File: config.mk
export PLATFORM = sky130hd
export DESIGN_NAME = dac_frame_scheduler
export DESIGN_NICKNAME = d
export VERILOG_FILES = /design/src/rtl/dac_sched_pkg.sv /design/src/rtl/rate_tick_gen.sv /design/src/rtl/dac_frame_scheduler.sv
export SDC_FILE = /design/constraint.sdc
export NUM_CORES = 1
export LEC_CHECK = 0
export CORE_MARGIN = 2
export CORE_UTILIZATION = 25
export DETAILED_ROUTE_END_ITERATION = 7
export DONT_BUFFER_PORTS = 1
export HOLD_SLACK_MARGIN = 0.08
export SLEW_MARGIN = 10
export SYNTH_ARGS = -nofsm -noshare
export SYNTH_HDL_FRONTEND = slang
export SYNTH_SLANG_ARGS = --single-unit
File: constraint.sdc
create_clock -name clk -period 4.5 [get_ports clk]
set_input_delay 0.9 -clock clk [delete_from_list [all_inputs] [get_ports clk]]
set_output_delay 0.9 -clock clk [all_outputs]
set_load 0.02 [all_outputs]
File: src/rtl/dac_sched_pkg.sv
// Shared types and constants for the DAC frame scheduler: FSM states,
// DAC command nibbles and the sample width.
package dac_sched_pkg;

    localparam int SAMPLE_W = 12;

    localparam logic [3:0] CMD_A = 4'b0011;
    localparam logic [3:0] CMD_B = 4'b1011;

    typedef enum logic [2:0] {
        ST_IDLE,
        ST_SEND_A,
        ST_WAIT_A,
        ST_SEND_B,
        ST_WAIT_B,
        ST_LATCH
    } sched_state_t;

    function automatic logic [15:0] cmd_word(input logic [3:0] cmd,
                                             input logic [SAMPLE_W-1:0] sample);
        return {cmd, sample};
    endfunction

endpackage

File: src/rtl/rate_tick_gen.sv
// Frame-rate timer: registered one-cycle tick every RATE_DIV clk cycles while
// enabled; the down-counter is parked at its reload value while disabled.
module rate_tick_gen #(
    parameter int RATE_DIV = 2000
) (
    input  logic clk,
    input  logic reset,
    input  logic enable,
    output logic tick
);

    localparam logic [15:0] RELOAD = 16'(RATE_DIV - 1);

    logic [15:0] count;

    always_ff @(posedge clk) begin
        if (reset) begin
            count <= RELOAD;
            tick  <= 1'b0;
        end else if (!enable) begin
            count <= RELOAD;
            tick  <= 1'b0;
        end else if (count == 16'd0) begin
            count <= RELOAD;
            tick  <= 1'b1;
        end else begin
            count <= count - 16'd1;
            tick  <= 1'b0;
        end
    end

endmodule

File: src/rtl/dac_frame_scheduler.sv
// Dual-channel DAC update sequencer: snapshots both channel samples on each
// frame tick, sends word A then word B over the SPI start/done handshake and
// pulses LDAC. Define LDAC_SYNC_EN to enable the synchronous LDAC latch phase.
module dac_frame_scheduler
    import dac_sched_pkg::*;
#(
    parameter int RATE_DIV    = 2000,
    parameter int LDAC_CYCLES = 2
) (
    input  logic                clk,
    input  logic                reset,
    input  logic                enable,
    input  logic [SAMPLE_W-1:0] a_data,
    input  logic                a_valid,
    output logic                a_ready,
    input  logic [SAMPLE_W-1:0] b_data,
    input  logic                b_valid,
    output logic                b_ready,
    output logic [15:0]         spi_word,
    output logic                spi_start,
    input  logic                spi_done,
    output logic                ldac,
    output logic                frame_tick,
    output logic                overrun,
    input  logic                overrun_clr
);

    if (RATE_DIV < 2 || RATE_DIV > 65535) begin : g_bad_rate_div
        $error("RATE_DIV must be in 2..65535");
    end
    if (LDAC_CYCLES < 1 || LDAC_CYCLES > 15) begin : g_bad_ldac_cycles
        $error("LDAC_CYCLES must be in 1..15");
    end

    sched_state_t        state, state_nxt;
    logic [SAMPLE_W-1:0] shadow_a, shadow_b;
    logic [SAMPLE_W-1:0] snap_a, snap_b;
    logic                tick;

    rate_tick_gen #(
        .RATE_DIV (RATE_DIV)
    ) u_rate_tick_gen (
        .clk    (clk),
        .reset  (reset),
        .enable (enable),
        .tick   (tick)
    );

    assign frame_tick = tick;
    assign a_ready    = 1'b1;
    assign b_ready    = 1'b1;

    // Shadows always accept; a write in the tick cycle lands after the snapshot.
    always_ff @(posedge clk) begin
        if (reset) begin
            shadow_a <= '0;
            shadow_b <= '0;
        end else begin
            if (a_valid) shadow_a <= a_data;
            if (b_valid) shadow_b <= b_data;
        end
    end

    always_ff @(posedge clk) begin
        if (reset) begin
            state  <= ST_IDLE;
            snap_a <= '0;
            snap_b <= '0;
        end else begin
            state <= state_nxt;
            if (state == ST_IDLE && tick) begin
                snap_a <= shadow_a;
                snap_b <= shadow_b;
            end
        end
    end

    // Set has priority over clear so an overrun is never lost.
    always_ff @(posedge clk) begin
        if (reset) begin
            overrun <= 1'b0;
        end else if (tick && state != ST_IDLE) begin
            overrun <= 1'b1;
        end else if (overrun_clr) begin
            overrun <= 1'b0;
        end
    end

`ifdef LDAC_SYNC_EN
    localparam logic [3:0] LDAC_LAST = 4'(LDAC_CYCLES - 1);

    logic [3:0] latch_cnt;

    always_ff @(posedge clk) begin
        if (reset) begin
            latch_cnt <= '0;
        end else if (state != ST_LATCH) begin
            latch_cnt <= LDAC_LAST;
        end else begin
            latch_cnt <= latch_cnt - 4'd1;
        end
    end
`endif

    always_comb begin
        state_nxt = state;
        spi_start = 1'b0;
        spi_word  = 16'h0000;
`ifdef LDAC_SYNC_EN
        ldac      = 1'b1;
`else
        ldac      = 1'b0;
`endif
        case (state)
            ST_IDLE: begin
                if (tick) state_nxt = ST_SEND_A;
            end
            ST_SEND_A: begin
                spi_start = 1'b1;
                spi_word  = cmd_word(CMD_A, snap_a);
                state_nxt = ST_WAIT_A;
            end
            ST_WAIT_A: begin
                spi_word = cmd_word(CMD_A, snap_a);
                if (spi_done) state_nxt = ST_SEND_B;
            end
            ST_SEND_B: begin
                spi_start = 1'b1;
                spi_word  = cmd_word(CMD_B, snap_b);
                state_nxt = ST_WAIT_B;
            end
            ST_WAIT_B: begin
                spi_word = cmd_word(CMD_B, snap_b);
`ifdef LDAC_SYNC_EN
                if (spi_done) state_nxt = ST_LATCH;
`else
                if (spi_done) state_nxt = ST_IDLE;
`endif
            end
`ifdef LDAC_SYNC_EN
            ST_LATCH: begin
                spi_word = cmd_word(CMD_B, snap_b);
                ldac     = 1'b0;
                if (latch_cnt == 4'd0) state_nxt = ST_IDLE;
            end
`endif
            default: begin
                state_nxt = ST_IDLE;
            end
        endcase
    end

endmodule

; Word-level counts from Yosys, hierarchy flattened
; Cells that the tools add are included.
[word_totals]
ff_bits = 69
latch_bits = 0
ram_bits = 0
romBits = 0
inputBits = 31
output_inout_bits = 22
elab_cells = 38
n_memories = 0
[classes]
add_sub_neg = 1
multipliers = 0
n_div = 0
magnitude_cmp = 0
eq_ne = 7
shifts = 0
mux = 9
bitwise_logic = 1
reduce_logical = 12
[op_table]
columns = operator, count
row1 = $pmux W16 S2, 1
row2 = $logic_not A16 Y1, 1
row3 = $sub A16 B1 Y16 const B, 1
row4 = $pmux W3 S5, 1
row5 = $mux W3, 3
row6 = $reduce_or A2 Y1, 4
row7 = $eq A3 B2 Y1 const B, 2
row8 = $mux W1, 4
row9 = $ne A2 B2 Y1 const B, 2
row10 = $eq A3 B1 Y1 const B, 1
row11 = $eq A3 B3 Y1 const B, 1
row12 = $logic_not A3 Y1, 1
row13 = $reduce_and A3 Y1, 1
row14 = $reduce_bool A3 Y1, 1
row15 = $reduce_or A3 Y1, 1
row16 = $logic_and A1 B1 Y1, 2
row17 = $ne A2 B1 Y1 const B, 1
row18 = $reduce_bool A2 Y1, 1
row19 = $not A1 Y1, 1

; Longest topological paths before layout
; Gate-level depths: netlist of the first run.
[depth]
word_depth = 3
mapped_depth = 6

; Cells and area by module
; From an unflattened synthesis of the first run, not the netlist that was laid out.
[hier_totals]
cells_unflattened = 347
area_unflattened_um2 = 3447.1
[by_module_without_submodules]
columns = mod, instances, cells_each, area_each_um2, seq_area_each_um2
row1 = dac_frame_scheduler, 1, 268, 2696.3, 1041.0
row2 = rate_tick_gen, 1, 79, 750.7, 340.3

; Worst setup path before layout of the first run
; Ideal clock, no wire load.
[synth_path]
kind = reg2out
startpoint = register state[1]
endpoint = output spi_word[10]
t_arrival_ns = 1.667
required_time_ns = 3.600
setup_slack_ns = 1.933
path_stages_with_launch = 5
n_path_buf = 1
path_cell_list = dfxtp_1 > buf_1 > xor2_1 > a22oi_1 > o21ai_0
[synth_via]
elab_chain_cells = 3
[synth_lines]
columns = item, line_no
row1 = from (decl), dac_frame_scheduler.sv:35  ; sched_state_t state, state_nxt;
row2 = from (signal assigned), dac_frame_scheduler.sv:70  ; state <= state_nxt;
row3 = $eq A3 B3 Y1 (tied with other cells), dac_frame_scheduler.sv:114  ; case (state)
row4 = $reduce_or A2 Y1 (no source line), -
row5 = $pmux W16 S2 *, dac_frame_scheduler.sv:114
row6 = to (decl), dac_frame_scheduler.sv:19  ; output logic [15:0] spi_word,
; Every way passes the cells marked *; elsewhere a longest branch is shown, timed or not.

; Worst setup path after layout of the first run
[layout_path]
startpoint = register state[0]
endpoint = output spi_word[10]
; Same word-level chain as after synthesis.

==> impl_metrics.py, run 1 <==
metrics = {
    "power": {
        "combPwrFrac_pct": 1.9,
        "clockPowerShare_pct": 54.1,
        "internal_power_mw": 1.143,
        "p_leak_nw": 1.156,
        "power.switching_uw": 295.8,
        "switching_share_pct": 20.55,
        "power_frac_seq_pct": 44.0,
        "p_per_area_nw_per_um2": 434.9,
        "irDropWorstVdd_mv": 0.1594,
        "power.total_mw": 1.439,
    },
    "logic_synthesis": {
        "syn_avg_cell_area_um2": 8.477,
        "yosys_register_bits": 69,
        "yosysWarningCount": 0,
        "synth_cells": 342,
        "yosys.area.top_type": "dfxtp_1",
        "synth_area_um2": 2899,
        "ys_seq_area_share_pct": 47.65,
        "synth_cell_types": 32,
        "synth_top_area_share_pct": 47.65,
        "synth.top_cells.by_area": "dfxtp_1 48%, nand2_1 9.2%, mux2i_1 8.6%",
    },
    "worst_hold_path": {
        "hp-start": "u_rate_tick_gen.count[0]",
        "hp-class": "reg -> reg",
        "min_to": "u_rate_tick_gen.count[0]",
        "min_path_cells": 1,
    },
    "drt": {
        "via_count": 2237,
        "m1WireLength_um": 3205,
        "dr_wl_met2_um": 3126,
        "drt-total-wl_um": 6818,
        "avgRoutedWirePerCell_um": 14.23,
        "drt_iter0_drc": 124,
        "drcViolationCount": 0,
        "vias_per_cell": 4.670,
        "wl_met3_um": 382,
        "drt-pass1-iter-count": 5,
        "ant_nets": 0,
        "top_layer": "met4",
    },
    "floorplanning": {
        "row_count": 39,
        "floorplan.die.width_um": 111.7,
        "initial_utilization_pct": 25.50,
        "die_area_um2": 12470,
        "core-area_um2": 11370,
        "die_y_um": 111.7,
        "ios": 53,
    },
    "finish": {
        "fillers": 1201,
        "drive_gt1_share_pct": 7.440,
        "final_common_cell": "nand2_1",
        "fin_cells": 479,
        "final_util_pct": 29.11,
        "n_antenna_cell": 0,
        "multi_input_area_um2": 1405,
        "area_growth_pct": 14.16,
        "nets": 363,
        "seq_area_um2": 1381,
        "final_cell_mix": "71 x nand2_1, 69 x dfxtp_1, 33 x nor2_1",
    },
    "clock_tree": {
        "cts_max_path_buffers": 2,
        "clkTransAtPathRegs_ns": 0.06,
        "cts_tree": "built",
        "cts_buffers": 9,
        "cts_resized": 0,
        "clkLatencyLatePin_ns": 0.33,
        "cts_setup_buffers": 0,
        "ctsHoldBuffers": 0,
        "root_buffer": "clkbuf_16",
        "htree_levels": 3,
        "cts.sinks": 69,
    },
    "critical_path": {
        "worstPathArrival_ns": 2.22,
        "r2r_start": "state[2]",
        "r2r_slack_ns": 2.44,
        "ff2ff_path_depth": 4,
        "worstSetupPathType": "reg -> out",
        "timing.critical_path.buf_inv": 0,
        "start_kind": "flip-flop",
        "cp.required_ns": 3.60,
        "path_max_fanout": 14,
        "crit_slowest_cell": "dfxtp_1",
        "slowest_delay_ns": 0.61,
        "crit_chain": "xor2_1 -> a22oi_1 -> o21ai_0",
        "cp_top_family": "compound AO/OA/AOI/OAI gates",
        "timing.rr.end": "snap_b[9]",
        "cp-end-kind": "primary output",
    },
    "sta": {
        "fin_crit_sh_pct": 69.28,
        "whs_ns": 0.4195,
        "setup-violations-final": 0,
        "period_needed_ns": 3.118,
        "maxSlewHeadroom_pct": 30.50,
        "max_freq_ghz": 0.3208,
        "finalMaxSlewViolations": 0,
        "rsz0062_at_grt": "no",
        "tns_ns": 0,
        "hold_viol": 0,
        "skew_ns": 0.006576,
        "worstMarginPinSlew_ns": 1.035,
    },
    "grt": {
        "grt_overflow": 0,
        "antenna_found_initial": 0,
        "grt_pass1_wl_um": 10960,
        "grt_max_degree": 54,
        "grt_pass1_vias": 2052,
        "track_usage_pct": 11.30,
    },
    "outcome": {
        "status": "complete, no violations",
    },
    "flow_run": {
        "drv_cap": 0,
    },
    "placed_design": {
        "place.port_buffers": 0,
        "place_inst": 463,
        "dp_hpwl_um": 4863,
        "globalplace.congestion": 0.7853,
    },
}
-- per-stage QoR --
step                setup WS [ns]  cell area (um2)
floorplan                   1.933             2907
global placement            1.730             2977
detailed placement          1.700             2977
CTS                         1.350             3309
global route                1.218             3309
finish                      1.382             3309
-- power by group through the flow --
stage / sequential (mW) / clock, mW / combinational [mW]
after CTS: 0.633 / 0.792 / 0.0278
after floorplan: 0.643 / 0 / 0.0374
final: 0.633 / 0.778 / 0.0276
after detailed placement: 0.646 / 0 / 0.0276
after global routing: 0.635 / 0.820 / 0.0321
after global placement: 0.646 / 0 / 0.0268
-- metal layers --
| metal | up-vias | track usage (%) |
|---|---|---|
| met5 | - | 0 |
| met4 | 0 | 3.704 |
| met3 | 8 | 4.464 |
| met2 | 50 | 17.45 |
| met1 | 1046 | 14.49 |
| li1 | 1133 | - |
-- logic make-up (layout without fill, tap and decap cells) --
kind of cell / Yosys count / in the layout / synth area share, %
flip-flops: 69 / 69 / 47.65
other: 2 / 4 / 0.2591
multiplexers: 31 / 31 / 10.96
AO/OA/AOI/OAI: 60 / 60 / 11.61
AND/OR/NAND/NOR: 140 / 140 / 21.32
adder cells (fa/ha/maj): 1 / 1 / 0.4315
buffers and inverters: 27 / 19 / 4.143
XOR/XNOR: 12 / 12 / 3.625
-- synth_stat cells (all sizes together) --
library cell   n
mux2           6
ha             1
nor4           4
o21ai         18
or3            6
o21a           1
nor3b          1
dfxtp         69
nor2          33
nor3           6
clkbuf        15
nor2b          5
mux2i         25
conb           2
nand4          2
a21oi         28
nand2b         2
inv            3
o22a           1
and3           1
a22oi         12
nand2         71
nand3          2
and2           3
buf            9
xnor2          7
or4            4
xor2           5
-- flip-flops by register name, indices dropped and copies added, names as in the netlist --
| name | cells |
|---|---|
| overrun | 1 |
| shadow_a | 12 |
| shadow_b | 12 |
| snap_a | 12 |
| snap_b | 12 |
| state | 3 |
| u_rate_tick_gen.count | 16 |
| u_rate_tick_gen.tick | 1 |
-- worst max-delay path by stage --
stage / from / endpoint / slack, ns / depth (start not counted)
3_3_place_gp: state[1] / spi_word[9] / 1.73 / 3
4_1_cts: state[1] / spi_word[10] / 1.35 / 3
6_report: state[0] / spi_word[10] / 1.38 / 3
2_1_floorplan: state[1] / spi_word[10] / 1.93 / 4
3_5_place_dp: state[1] / spi_word[10] / 1.70 / 3
5_1_grt: state[1] / spi_word[7] / 1.22 / 3
-- layout make-up --
class                           instances  area share, %
Clock buffer                           10          7.221
Clock inverter                          6          2.836
Inverter                                3         0.3403
Multi-Input combinational cell        248          42.46
Sequential cell                        69          41.74
Tap cell                              143          5.406
(Power assumes the default switching activity.)
==> run 2, diff against run 1 <==
- ABC_AREA: default -> 1
- clock period: 4.5 -> 3.2 ns (I/O delays scaled with it)
==> impl_metrics.py, run 2 <==
metrics = {
    "drt": {
        "drt-pass1-iter-count": 4,
        "drcViolationCount": 0,
        "drt_iter0_drc": 77,
        "avgRoutedWirePerCell_um": 12.29,
        "vias_per_cell": 4.433,
        "ant_nets": 0,
        "drt-total-wl_um": 6389,
        "via_count": 2305,
    },
    "floorplanning": {
        "initial_utilization_pct": 25.66,
        "die_area_um2": 12600,
        "core-area_um2": 11420,
        "die_y_um": 112.3,
        "row_count": 39,
        "floorplan.die.width_um": 112.3,
        "ios": 53,
    },
    "logic_synthesis": {
        "syn_avg_cell_area_um2": 7.732,
        "synth_cell_types": 30,
        "synth_area_um2": 2930,
        "synth_most_common_cell": "nor2_1",
        "yosys_register_bits": 69,
        "synth.top_cells.by_area": "dfxtp_1 47%, nor2_1 9.0%, o21ai_0 6.7%",
        "synthArstFlopShare_pct": 0,
        "yosys.area.top_type": "dfxtp_1",
        "ys_seq_area_share_pct": 47.14,
        "synth_top_area_share_pct": 47.14,
        "synth_common_cells": "70 x nor2_1, 69 x dfxtp_1, 42 x nand2_1",
        "synth_edf_count": 0,
        "yosysWarningCount": 0,
        "synth_ff_type": "dfxtp_1",
        "synth_cells": 379,
    },
    "sta": {
        "tns_ns": 0,
        "hold_viol": 0,
        "skew_ns": 0.008799,
        "setup-violations-final": 0,
        "max_freq_ghz": 0.4150,
        "rsz0062_at_grt": "no",
        "period_needed_ns": 2.409,
        "worstMarginPinSlew_ns": 0.7018,
        "maxSlewHeadroom_pct": 53.16,
        "finalMaxSlewViolations": 0,
        "fin_crit_sh_pct": 75.30,
    },
    "placed_design": {
        "globalplace.congestion": 0.7437,
        "dp_hpwl_um": 4558,
        "place.port_buffers": 0,
    },
    "clock_tree": {
        "cts_max_path_buffers": 2,
        "cts_buffers": 9,
        "cts_setup_buffers": 0,
        "cts_resized": 0,
        "clkTransAtPathRegs_ns": 0.05,
        "ctsHoldBuffers": 0,
        "cts_tree": "built",
        "htree_levels": 3,
        "clkLatencyLatePin_ns": 0.33,
        "cts.sinks": 69,
        "root_buffer": "clkbuf_16",
    },
    "power": {
        "combPwrFrac_pct": 5.4,
        "irDropWorstVdd_mv": 0.2548,
        "p_leak_nw": 1.204,
        "power.total_mw": 1.935,
        "switching_share_pct": 24.25,
        "internal_power_mw": 1.466,
        "clockPowerShare_pct": 48.2,
        "p_per_area_nw_per_um2": 592.6,
        "power.switching_uw": 469.2,
        "power_frac_seq_pct": 46.4,
    },
    "finish": {
        "drive_gt1_share_pct": 11.41,
        "area_growth_pct": 11.44,
        "final_common_cell": "nor2_1",
        "fillers": 1232,
        "seq_area_um2": 1381,
        "multi_input_area_um2": 1242,
        "final_util_pct": 28.60,
        "nets": 404,
        "n_antenna_cell": 0,
        "final_cell_mix": "70 x nor2_1, 69 x dfxtp_1, 42 x nand2_1",
        "max_flop_register": "u_rate_tick_gen.count",
        "largest_reg_flops": 16,
    },
    "grt": {
        "track_usage_pct": 10.62,
        "grt_pass1_vias": 2263,
        "grt_max_degree": 50,
        "antenna_found_initial": 0,
        "grt_pass1_wl_um": 10740,
        "grt_overflow": 0,
    },
    "critical_path": {
        "crit_start": "state[2]",
        "crit_slowest_cell": "nor2_4",
        "r2r_start": "u_rate_tick_gen.tick",
        "start_kind": "flip-flop",
        "cpMostUsedCell": "nand2_1",
        "worstPathArrival_ns": 1.77,
        "worstSetupPathType": "reg -> out",
        "cp-end-kind": "primary output",
        "crit_chain": "inv_1 -> nand2_1 -> nor2_2 -> nor2_4 -> nand2_1",
        "cp.required_ns": 2.56,
        "path_max_fanout": 14,
        "slowest_delay_ns": 0.41,
    },
    "outcome": {
        "status": "complete, no violations",
    },
    "worst_hold_path": {
        "hp-start": "reset",
        "hp-class": "in -> reg",
    },
    "flow_run": {
        "drv_cap": 0,
    },
}
[run 2: power groups by stage]
| stage | Sequential [mW] | Combinational [mW] | Clock (mW) |
|---|---|---|---|
| after detailed placement | 0.917 | 0.105 | 0 |
| after global placement | 0.916 | 0.102 | 0 |
| after CTS | 0.898 | 0.105 | 0.945 |
| final | 0.898 | 0.105 | 0.932 |
| after global routing | 0.901 | 0.120 | 0.990 |
| after floorplan | 0.913 | 0.102 | 0 |
[run 2: kinds of logic after synthesis]
logic type / after synthesis / synth area share (%)
fa+ha+maj: 1 / 0.4269
buf+inv: 67 / 10.72
xor+xnor: 6 / 1.793
other cells: 2 / 0.2563
simple gates: 141 / 21.18
compound gates: 93 / 18.49
flops: 69 / 47.14
[run 2: cell type report]
type,count,share of cell area (%)
Clock buffer,11,7.433
Clock inverter,5,1.226
Inverter,46,5.287
Multi-Input combinational cell,245,38.05
Sequential cell,69,42.30
Tap cell,143,5.479
Timing Repair Buffer,1,0.2299
[run 2: path summary, 6_finish.rpt]
path                                            endpoint  slack, ns  depth (start not counted)
worst max-delay path                        spi_word[13]       0.79                          5
worst min-delay path                             overrun       0.38                          1
worst max register to register                 snap_a[2]       1.39                          3
worst min register to register  u_rate_tick_gen.count[0]       0.41                          1
[run 2: critical path: cells and delay by family (launching register included)]
| family | cells | cell delay, ns |
|---|---|---|
| and+or+nand+nor | 4 | 0.98 |
| buffers and inverters | 1 | 0.09 |
| DFF | 1 | 0.38 |
[run 2: per-stage QoR]
step / instances / setup slack [ns] / hold WS (ns) / instance area (um2)
finish: 520 / 0.7905 / 0.3806 / 3266
CTS: 520 / 0.7913 / 0.3761 / 3266
global placement: 504 / 1.172 / 0.3951 / 2983
detailed placement: 504 / 1.132 / 0.4036 / 2983
global route: 520 / 0.6854 / 0.3690 / 3266
floorplan: 381 / 1.317 / 0.3789 / 2938
[run 2: metal layers]
metal / GRT usage, % / up-vias / share of wire, %
met1: 13.37 / 1058 / 47
met4: 3.902 / 0 / 1.6
met2: 17.03 / 55 / 46
met3: 3.510 / 8 / 5.7
met5: 0 / - / 0
li1: - / 1184 / -
